<file path="config.mk">
export PLATFORM = sky130hd
export DESIGN_NAME = mux_nto1_stream
export DESIGN_NICKNAME = d
export VERILOG_FILES = /design/src/rtl/mux_nto1_stream.sv
export SDC_FILE = /design/constraint.sdc
export NUM_CORES = 1
export LEC_CHECK = 0
export ABC_AREA = 1
export CORE_MARGIN = 5
export CORE_UTILIZATION = 37
export CTS_CLUSTER_DIAMETER = 80
export DETAILED_ROUTE_END_ITERATION = 7
export GPL_ROUTABILITY_DRIVEN = 1
export PLACE_DENSITY_LB_ADDON = 0.2
export SETUP_SLACK_MARGIN = 0.05
export SLEW_MARGIN = 20
export SYNTH_ARGS = -nofsm -noshare
export SYNTH_HDL_FRONTEND = slang
export SYNTH_SLANG_ARGS = --single-unit
</file>
<file path="constraint.sdc">
create_clock -name clk -period 1.9 [get_ports clk]
set_clock_uncertainty 0.2 [all_clocks]
set_input_delay 0.285 -clock clk [delete_from_list [all_inputs] [get_ports clk]]
set_output_delay 0.285 -clock clk [all_outputs]
set_load 0.005 [all_outputs]
</file>
<file path="src/rtl/mux_nto1_stream.sv">
// N-to-1 stream multiplexer with a one-deep registered output stage, external-select or round-robin grant.
// Optional packet lock (holds the grant until in_last) is enabled by defining MUX_NTO1_STREAM_LOCK_EN.
module mux_nto1_stream #(
   parameter int N    = 4,
   parameter int W    = 8,
   parameter int MODE = 0
) (
   input  logic                 clk,
   input  logic                 rst,
   input  logic [$clog2(N)-1:0] sel,
   input  logic [N-1:0]         in_valid,
   input  logic [N*W-1:0]       in_data,
   output logic [N-1:0]         in_ready,
   output logic                 out_valid,
   output logic [W-1:0]         out_data,
   output logic [$clog2(N)-1:0] out_ch,
   input  logic                 out_ready
`ifdef MUX_NTO1_STREAM_LOCK_EN
   ,
   input  logic [N-1:0]         in_last,
   output logic                 out_last
`endif
);

   localparam int SW = $clog2(N);

   logic          load, xfer, grantOk, baseOk, lastBeat;
   logic [SW-1:0] grant, baseGrant, rrGrant, ptr_q, ptr_d;
   logic [W-1:0]  selData;
   logic          outValid_q, outValid_d;
   logic [W-1:0]  outData_q, outData_d;
   logic [SW-1:0] outCh_q, outCh_d;

   // Round-robin search walks downward so the lowest offset from ptr wins.
   always_comb begin
      rrGrant = '0;
      for (int k = N - 1; k >= 0; k--) begin
         if (in_valid[(int'(ptr_q) + k) % N]) begin
            rrGrant = SW'((int'(ptr_q) + k) % N);
         end
      end
   end

   always_comb begin
      baseGrant = rrGrant;
      baseOk    = |in_valid;
      if (MODE == 0) begin
         baseGrant = sel;
         baseOk    = (32'(sel) < N);
      end
   end

`ifdef MUX_NTO1_STREAM_LOCK_EN
   typedef enum logic {IDLE, LOCKED} lockState_t;
   lockState_t    state_q, state_d;
   logic [SW-1:0] lockCh_q, lockCh_d;
   logic          outLast_q, outLast_d;

   assign grant    = (state_q == LOCKED) ? lockCh_q : baseGrant;
   assign grantOk  = (state_q == LOCKED) ? 1'b1 : baseOk;
   assign lastBeat = in_last[grant];
   assign out_last = outLast_q;

   always_ff @(posedge clk) begin
      if (rst) begin
         state_q   <= IDLE;
         lockCh_q  <= '0;
         outLast_q <= 1'b0;
      end else begin
         state_q   <= state_d;
         lockCh_q  <= lockCh_d;
         outLast_q <= outLast_d;
      end
   end

   always_comb begin
      state_d   = state_q;
      lockCh_d  = lockCh_q;
      outLast_d = outLast_q;
      if (xfer) begin
         outLast_d = lastBeat;
      end
      unique case (state_q)
         IDLE: begin
            if (xfer && !lastBeat) begin
               state_d  = LOCKED;
               lockCh_d = grant;
            end
         end
         LOCKED: begin
            if (xfer && lastBeat) begin
               state_d = IDLE;
            end
         end
         default: state_d = IDLE;
      endcase
   end
`else
   assign grant    = baseGrant;
   assign grantOk  = baseOk;
   assign lastBeat = 1'b1;
`endif

   assign load = ~outValid_q | out_ready;

   always_comb begin
      in_ready = '0;
      selData  = '0;
      for (int i = 0; i < N; i++) begin
         in_ready[i] = load & grantOk & ~rst & (grant == SW'(i));
         if (grant == SW'(i)) begin
            selData = in_data[i*W +: W];
         end
      end
   end

   assign xfer = |(in_valid & in_ready);

   // A transfer always refills the output stage, which also covers drain-and-load in one cycle.
   always_comb begin
      outValid_d = outValid_q;
      outData_d  = outData_q;
      outCh_d    = outCh_q;
      ptr_d      = ptr_q;
      if (xfer) begin
         outValid_d = 1'b1;
         outData_d  = selData;
         outCh_d    = grant;
         if (MODE == 1 && lastBeat) begin
            ptr_d = (32'(grant) == N - 1) ? '0 : grant + SW'(1);
         end
      end else if (out_ready) begin
         outValid_d = 1'b0;
      end
   end

   always_ff @(posedge clk) begin
      if (rst) begin
         outValid_q <= 1'b0;
         outData_q  <= '0;
         outCh_q    <= '0;
         ptr_q      <= '0;
      end else begin
         outValid_q <= outValid_d;
         outData_q  <= outData_d;
         outCh_q    <= outCh_d;
         ptr_q      <= ptr_d;
      end
   end

   assign out_valid = outValid_q;
   assign out_data  = outData_q;
   assign out_ch    = outCh_q;

endmodule

</file>
==> results.json, run 1 <==
{
  "io_pins": 56,
  "max-slew-margin-rel": 0.805,
  "cp_max_fo": 4,
  "maxCapViolCount": 0,
  "die_w_um": 56.6,
  "h-tree-depth": 1,
  "wl_per_cell_um": 12.1,
  "antenna_found_initial": 0,
  "crit_buf_inv": 4,
  "rrSetupSlack_ns": 0.36,
  "irDropWorstVdd_v": 0.000385,
  "dp_hpwl_um": 2220,
  "clockRootBuffer": "clkbuf_4",
  "combPwrFrac": 0.404,
  "port_buffers": 55,
  "grt_overflow_total": 0,
  "cts_sinks": 11,
  "sw_frac_of_total": 0.288,
  "crit_slowest_cell": "clkdlybuf4s50_1",
  "drt-total-wl_um": 2700,
  "cellPowerDensity_mw_per_mm2": 482,
  "cp_top_family": "buffers and inverters",
  "setup_viol": 0,
  "die_y_um": 56.6,
  "gp_congestion": 0.768,
  "numCtsBuffers": 3,
  "drt-vias-per-instance": 4.73,
  "fillCellCount": 170,
  "power_mw": 0.705,
  "leakagePower_nw": 0.702,
  "worstSetupPathType": "in -> out",
  "switchingPower_mw": 0.203,
  "reg2reg_to": "out_data[7]$_SDFFE_PP0P_",
  "synth_cell_types": 16,
  "grt_max_degree": 15,
  "yosysWarnings": 0,
  "layout.nets": 238,
  "drt_first_pass_iters": 4,
  "maxSlewViolCount": 0,
  "ys_seq_area_frac": 0.275,
  "design.core.area_mm2": 0.00202,
  "dieArea_mm2": 0.00320,
  "synth.cell_area_um2": 802,
  "power.internal_mw": 0.502,
  "finalHoldViolCount": 0,
  "grt_util_all_layers": 0.166,
  "grt_first_pass_wirelength_um": 4300,
  "holdWs_ns": 0.268,
  "status": "finished, final reports clean",
  "avgSynthCellArea_um2": 6.27,
  "slowest_delay_ns": 0.45,
  "setup-tns-final_ns": 0,
  "placed_area_mm2": 0.00143,
  "synthCells": 128,
  "clock_latency_ns": 0.27,
  "startpoint": "out_ready",
  "fin_crit_sh": 0.927,
  "multi_input_area_um2": 482,
  "min_period_ns": 1.76,
  "finalInstanceArea_mm2": 0.00146,
  "rsz0062_at_grt": "yes",
  "cp_data_arrival_time_ns": 1.28,
  "start_util": 0.397,
  "regToRegStartpoint": "out_valid$_SDFFE_PP0P_",
  "seq_power_share": 0.376,
  "rows": 16,
  "cp-start-kind": "input port",
  "areaGrowthSynthToFinish_pct": 82.2,
  "diodes": 0,
  "r2r_cells": 8,
  "crit_required_ns": 1.41,
  "via_count": 1054,
  "fmax_mhz": 568,
  "clk_pin_slew_ns": 0.07,
  "drtIter0Drc": 9,
  "cp-end-kind": "output pin",
  "drc": 0,
  "holdCritStartpoint": "out_ch[1]$_SDFFE_PP0P_",
  "seq_area_um2": 220,
  "whs_endpoint": "out_ch[1]$_SDFFE_PP0P_",
  "holdPathStages": 2,
  "grt_pass1_vias": 1038,
  "crit_chain": "clkdlybuf4s50_1, inv_1, a21oi_2, inv_2, nor3_2, buf_2",
  "synth-seq-cells": 11,
  "p_clk_frac": 0.221,
  "cts_tree": "built",
  "cts_buffer_depth": 2,
  "drive_gt1_frac": 0.189,
  "ant_nets": 0,
  "syn_nets": 169,
  "max_slew.worst_pin.slew_ns": 0.292,
  "worstHoldPathType": "reg -> reg"
}
## worst reg2reg max path: stages, from the launching register on
cell and delay [ns]:
dfxtp_1 0.39, nand2_1 0.14, nand4_1 0.14, nand2_2 0.07
nor2_2 0.12, buf_4 0.20, nand2_1 0.08, nand2_1 0.07
nor2_1 0.04
## how the worst max path moves through the flow
stage / to / slack, ns / cells after the start
final: in_ready[0] / 0.14 / 6
after global routing: in_ready[0] / 0.04 / 6
after CTS: out_data[7]$_SDFFE_PP0P_ / 0.03 / 10
after detailed placement: in_ready[0] / -0.34 / 6
after global placement: in_ready[1] / -0.27 / 6
after floorplan: out_data[5]$_SDFFE_PP0P_ / 0.52 / 8
## synth_stat cells
cell type | n | share of area
nor2_1 | 19 | 0.089
buf_6 | 4 | 0.056
inv_2 | 2 | 0.0094
nor2_8 | 3 | 0.075
inv_1 | 13 | 0.061
dfxtp_1 | 11 | 0.27
nand3_1 | 2 | 0.012
nand4_2 | 1 | 0.016
inv_4 | 1 | 0.0078
nand2_1 | 52 | 0.24
nor3_1 | 3 | 0.019
clkbuf_8 | 1 | 0.017
nand4_1 | 10 | 0.078
a21oi_1 | 3 | 0.019
nor2_2 | 1 | 0.0078
nand2_2 | 2 | 0.016
## cell usage in the layout (no fill, tap or decap)
| cell type | synthesis | layout |
|---|---|---|
| dlygate4sd2_1 | 0 | 1 |
| nor2_1 | 19 | 18 |
| inv_4 | 1 | 1 |
| a21oi_1 | 3 | 2 |
| nand4_2 | 1 | 1 |
| clkbuf_2 | 0 | 1 |
| inv_1 | 13 | 12 |
| clkdlybuf4s50_1 | 0 | 49 |
| nor2_2 | 1 | 2 |
| nor2_8 | 3 | 3 |
| buf_2 | 0 | 3 |
| dlymetal6s2s_1 | 0 | 1 |
| nand2_1 | 52 | 52 |
| nand2_2 | 2 | 2 |
| clkbuf_1 | 0 | 1 |
| buf_4 | 0 | 14 |
| nand4_1 | 10 | 10 |
| a21oi_2 | 0 | 1 |
| dfxtp_1 | 11 | 11 |
| clkbuf_4 | 0 | 3 |
| inv_2 | 2 | 3 |
| nor3_2 | 0 | 3 |
| nand3_1 | 2 | 2 |
## logic make-up (layout without fill, tap and decap cells)
| group | Yosys count | after routing | share of synthesized area |
|---|---|---|---|
| buf+inv | 21 | 89 | 0.151 |
| compound gates | 3 | 3 | 0.0187 |
| flops | 11 | 11 | 0.275 |
| simple gates | 93 | 93 | 0.555 |
## per-layer routing
| metal | vias up | wire [um] | GRT usage |
|---|---|---|---|
| met2 | 43 | 1440 | 0.317 |
| met3 | 8 | 223 | 0.0665 |
| met5 | - | 0 | 0 |
| met1 | 473 | 981 | 0.158 |
| li1 | 530 | - | - |
| met4 | 0 | 54 | 0.0542 |
## metrics by stage
stage | utilization | std cells | setup WS [ns]
floorplan | - | 128 | 0.519
global placement | 0.709 | 219 | -0.274
detailed placement | 0.709 | 219 | -0.345
CTS | 0.726 | 223 | 0.0309
global route | 0.723 | 223 | 0.0378
finish | 0.723 | 223 | 0.138
## final cells by class
cell class	instances	share of cell area
Tap cell	27	0.0231
Multi-Input combinational cell	96	0.330
Sequential cell	11	0.151
Timing Repair Buffer	69	0.436
Inverter	16	0.0428
Clock buffer	4	0.0180
## power groups by stage
stage | Combinational [mW] | Clock, mW | Sequential (mW)
floorplan | 0.119 | 0 | 0.270
global placement | 0.278 | 0 | 0.268
detailed placement | 0.286 | 0 | 0.269
CTS | 0.288 | 0.156 | 0.265
global route | 0.312 | 0.167 | 0.267
finish | 0.284 | 0.155 | 0.265
## repair_timing
| item | in CTS | in global routing |
|---|---|---|
| buffers inserted | 0 | 0 |
| setup endpoints to repair | 11 | 13 |
| hold buffers | 0 | 0 |
| gates resized for setup | 16 | 7 |
| pin swaps | 0 | 1 |
## sequential cells by signal, summed over array words and instances, names as in the netlist
name       count
out_valid      1
out_ch         2
out_data       8
Power figures use the tool's default switching activity.
==> inputs of run 2 (changes only) <==
--- a/config.mk
+++ b/config.mk
@@ -6,11 +6,13 @@
 export NUM_CORES = 1
 export LEC_CHECK = 0
 export ABC_AREA = 1
+export CAP_MARGIN = 20
 export CORE_MARGIN = 5
 export CORE_UTILIZATION = 37
 export CTS_CLUSTER_DIAMETER = 80
 export DETAILED_ROUTE_END_ITERATION = 7
 export GPL_ROUTABILITY_DRIVEN = 1
+export GPL_TIMING_DRIVEN = 0
 export PLACE_DENSITY_LB_ADDON = 0.2
 export SETUP_SLACK_MARGIN = 0.05
 export SLEW_MARGIN = 20
==> run 2 against run 1 <==
  * First-iteration DRC count is 110% higher
  * Utilization is 2.3 points lower
  * Sequential share of layout area is 0.49 points higher
  * Wire length is 2.4% lower
  * Power is 0.19% lower
  * Final area is 3.2% lower
  * Critical path type is now reg -> out
  * Largest cell class unchanged
  * Largest power group unchanged
==> results.json, run 2 (same netlist as run 1, synthesis figures left out) <==
{
  "status": "finished, final reports clean",
  "via_count": 1005,
  "p_clk_frac": 0.232,
  "holdCritStartpoint": "rst",
  "drt_first_pass_iters": 2,
  "cp-start-kind": "flip-flop",
  "h-tree-depth": 1,
  "die_y_um": 56.6,
  "crit_buf_inv": 1,
  "port_buffers": 53,
  "final_cell_mix": "52 x nand2_1, 47 x clkdlybuf4s50_1, 18 x nor2_1, 11 x inv_1, 11 x dfxtp_1",
  "final_common_cell": "nand2_1",
  "setup-tns-final_ns": 0,
  "finalInstanceArea_mm2": 0.00142,
  "layout.nets": 227,
  "grt_overflow_total": 0,
  "maxCapViolCount": 0,
  "holdWs_ns": 0.125,
  "clk_pin_slew_ns": 0.07,
  "cts_sinks": 11,
  "fin_crit_sh": 0.895,
  "largest_reg_flops": 8,
  "holdPathStages": 2,
  "sw_frac_of_total": 0.297,
  "cp_top_family": "buffers and inverters",
  "ant_nets": 0,
  "whs_endpoint": "out_valid$_SDFFE_PP0P_",
  "cp_data_arrival_time_ns": 1.21,
  "cellPowerDensity_mw_per_mm2": 497,
  "diodes": 0,
  "regToRegStartpoint": "out_valid$_SDFFE_PP0P_",
  "min_period_ns": 1.70,
  "dieArea_mm2": 0.00320,
  "design.core.area_mm2": 0.00202,
  "antenna_found_initial": 0,
  "setup_ws_ns": 0.200,
  "finalNonFillerCells": 212,
  "dpl.cell_count": 208,
  "reg2reg_to": "out_data[1]$_SDFFE_PP0P_",
  "maxSlewViolCount": 0,
  "drt-vias-per-instance": 4.74,
  "io_pins": 56,
  "areaGrowthSynthToFinish_pct": 76.4,
  "grt_max_degree": 11,
  "dp_slack_ns": -0.325,
  "wl_per_cell_um": 12.4,
  "cts_tree": "built",
  "slowest_delay_ns": 0.53,
  "rsz0062_at_grt": "no",
  "cp-end-kind": "output pin",
  "grt_util_all_layers": 0.174,
  "power.internal_mw": 0.494,
  "setup_viol": 0,
  "crit_chain": "clkdlybuf4s50_1",
  "crit_required_ns": 1.41,
  "post_cts_buffers": 0,
  "clock_latency_ns": 0.27,
  "combPwrFrac": 0.392,
  "drive_gt1_frac": 0.146,
  "max-slew-margin-rel": 0.864,
  "clockRootBuffer": "clkbuf_4",
  "leakagePower_nw": 0.669,
  "hold_buffers": 0,
  "worstSetupPathType": "reg -> out",
  "start_util": 0.397,
  "max_slew.worst_pin.slew_ns": 0.203,
  "r2r_cells": 8,
  "crit_slowest_cell": "clkdlybuf4s50_1",
  "drt-total-wl_um": 2630,
  "fmax_mhz": 588,
  "placed_area_mm2": 0.00137,
  "numCtsBuffers": 3,
  "seq_power_share": 0.377,
  "cp_max_fo": 3,
  "gp_congestion": 0.762,
  "irDropWorstVdd_v": 0.000321,
  "worstHoldPathType": "in -> reg",
  "die_w_um": 56.6,
  "switchingPower_mw": 0.209,
  "grt_first_pass_wirelength_um": 4500,
  "drtIter0Drc": 19,
  "finalHoldViolCount": 0,
  "rrSetupSlack_ns": 0.40,
  "grt_pass1_vias": 1016,
  "rows": 16,
  "drc": 0,
  "cts_buffer_depth": 2,
  "dp_hpwl_um": 2010
}
[run 2: timing repair]
action / CTS / global route
setup endpoints to repair: 4 / 4
resized for setup: 10 / 11
pin swaps: 0 / 2
gates cloned: 0 / 0
[run 2: cell type report]
| type | instances | area (um^2) |
|---|---|---|
| Fill cell | 183 | 607 |
| Timing Repair Buffer | 53 | 524 |
| Multi-Input combinational cell | 96 | 489 |
| Sequential cell | 11 | 220 |
| Inverter | 16 | 62.6 |
| Buffer | 5 | 58.8 |
| Tap cell | 27 | 33.8 |
| Clock buffer | 4 | 26.3 |
[run 2: power by group through the flow]
stage | sequential [mW] | combinational [mW] | clock, mW
after CTS | 0.264 | 0.274 | 0.162
after detailed placement | 0.269 | 0.273 | 0
after global routing | 0.267 | 0.307 | 0.178
after floorplan | 0.270 | 0.119 | 0
final | 0.265 | 0.276 | 0.163
after global placement | 0.268 | 0.268 | 0
[run 2: worst max path at each step]
stage / from / to / slack (ns) / cells after the start
after floorplan: sel[0] / out_data[5]$_SDFFE_PP0P_ / 0.52 / 8
after global placement: out_ready / in_ready[1] / -0.29 / 6
after detailed placement: out_ready / in_ready[0] / -0.32 / 6
after CTS: out_ready / in_ready[0] / 0.005 / 6
after global routing: out_valid$_SDFFE_PP0P_ / in_ready[0] / 0.15 / 4
final: out_valid$_SDFFE_PP0P_ / out_valid / 0.20 / 1
[run 2: per-stage QoR]
stage	utilization	power, mW
2_1_floorplan	-	0.390
3_3_place_gp	0.676	0.535
3_5_place_dp	0.676	0.542
4_1_cts	0.691	0.700
5_1_grt	0.700	0.752
6_report	0.700	0.703
[run 2: metal layers]
metal	share of wire	vias up	global-route usage
met3	0.086	9	0.0826
met1	0.38	439	0.172
met2	0.52	38	0.310
met5	0	-	0
li1	-	519	-
met4	0.019	0	0.0644
==> inputs of run 3 (changes only) <==
--- a/config.mk
+++ b/config.mk
@@ -15,7 +15,6 @@
 export GPL_TIMING_DRIVEN = 0
 export PLACE_DENSITY_LB_ADDON = 0.2
 export SETUP_SLACK_MARGIN = 0.05
-export SLEW_MARGIN = 20
 export SYNTH_ARGS = -nofsm -noshare
 export SYNTH_HDL_FRONTEND = slang
 export SYNTH_SLANG_ARGS = --single-unit
==> results of run 3 <==
Final layout, timing and power as in run 2 (identical DEF).
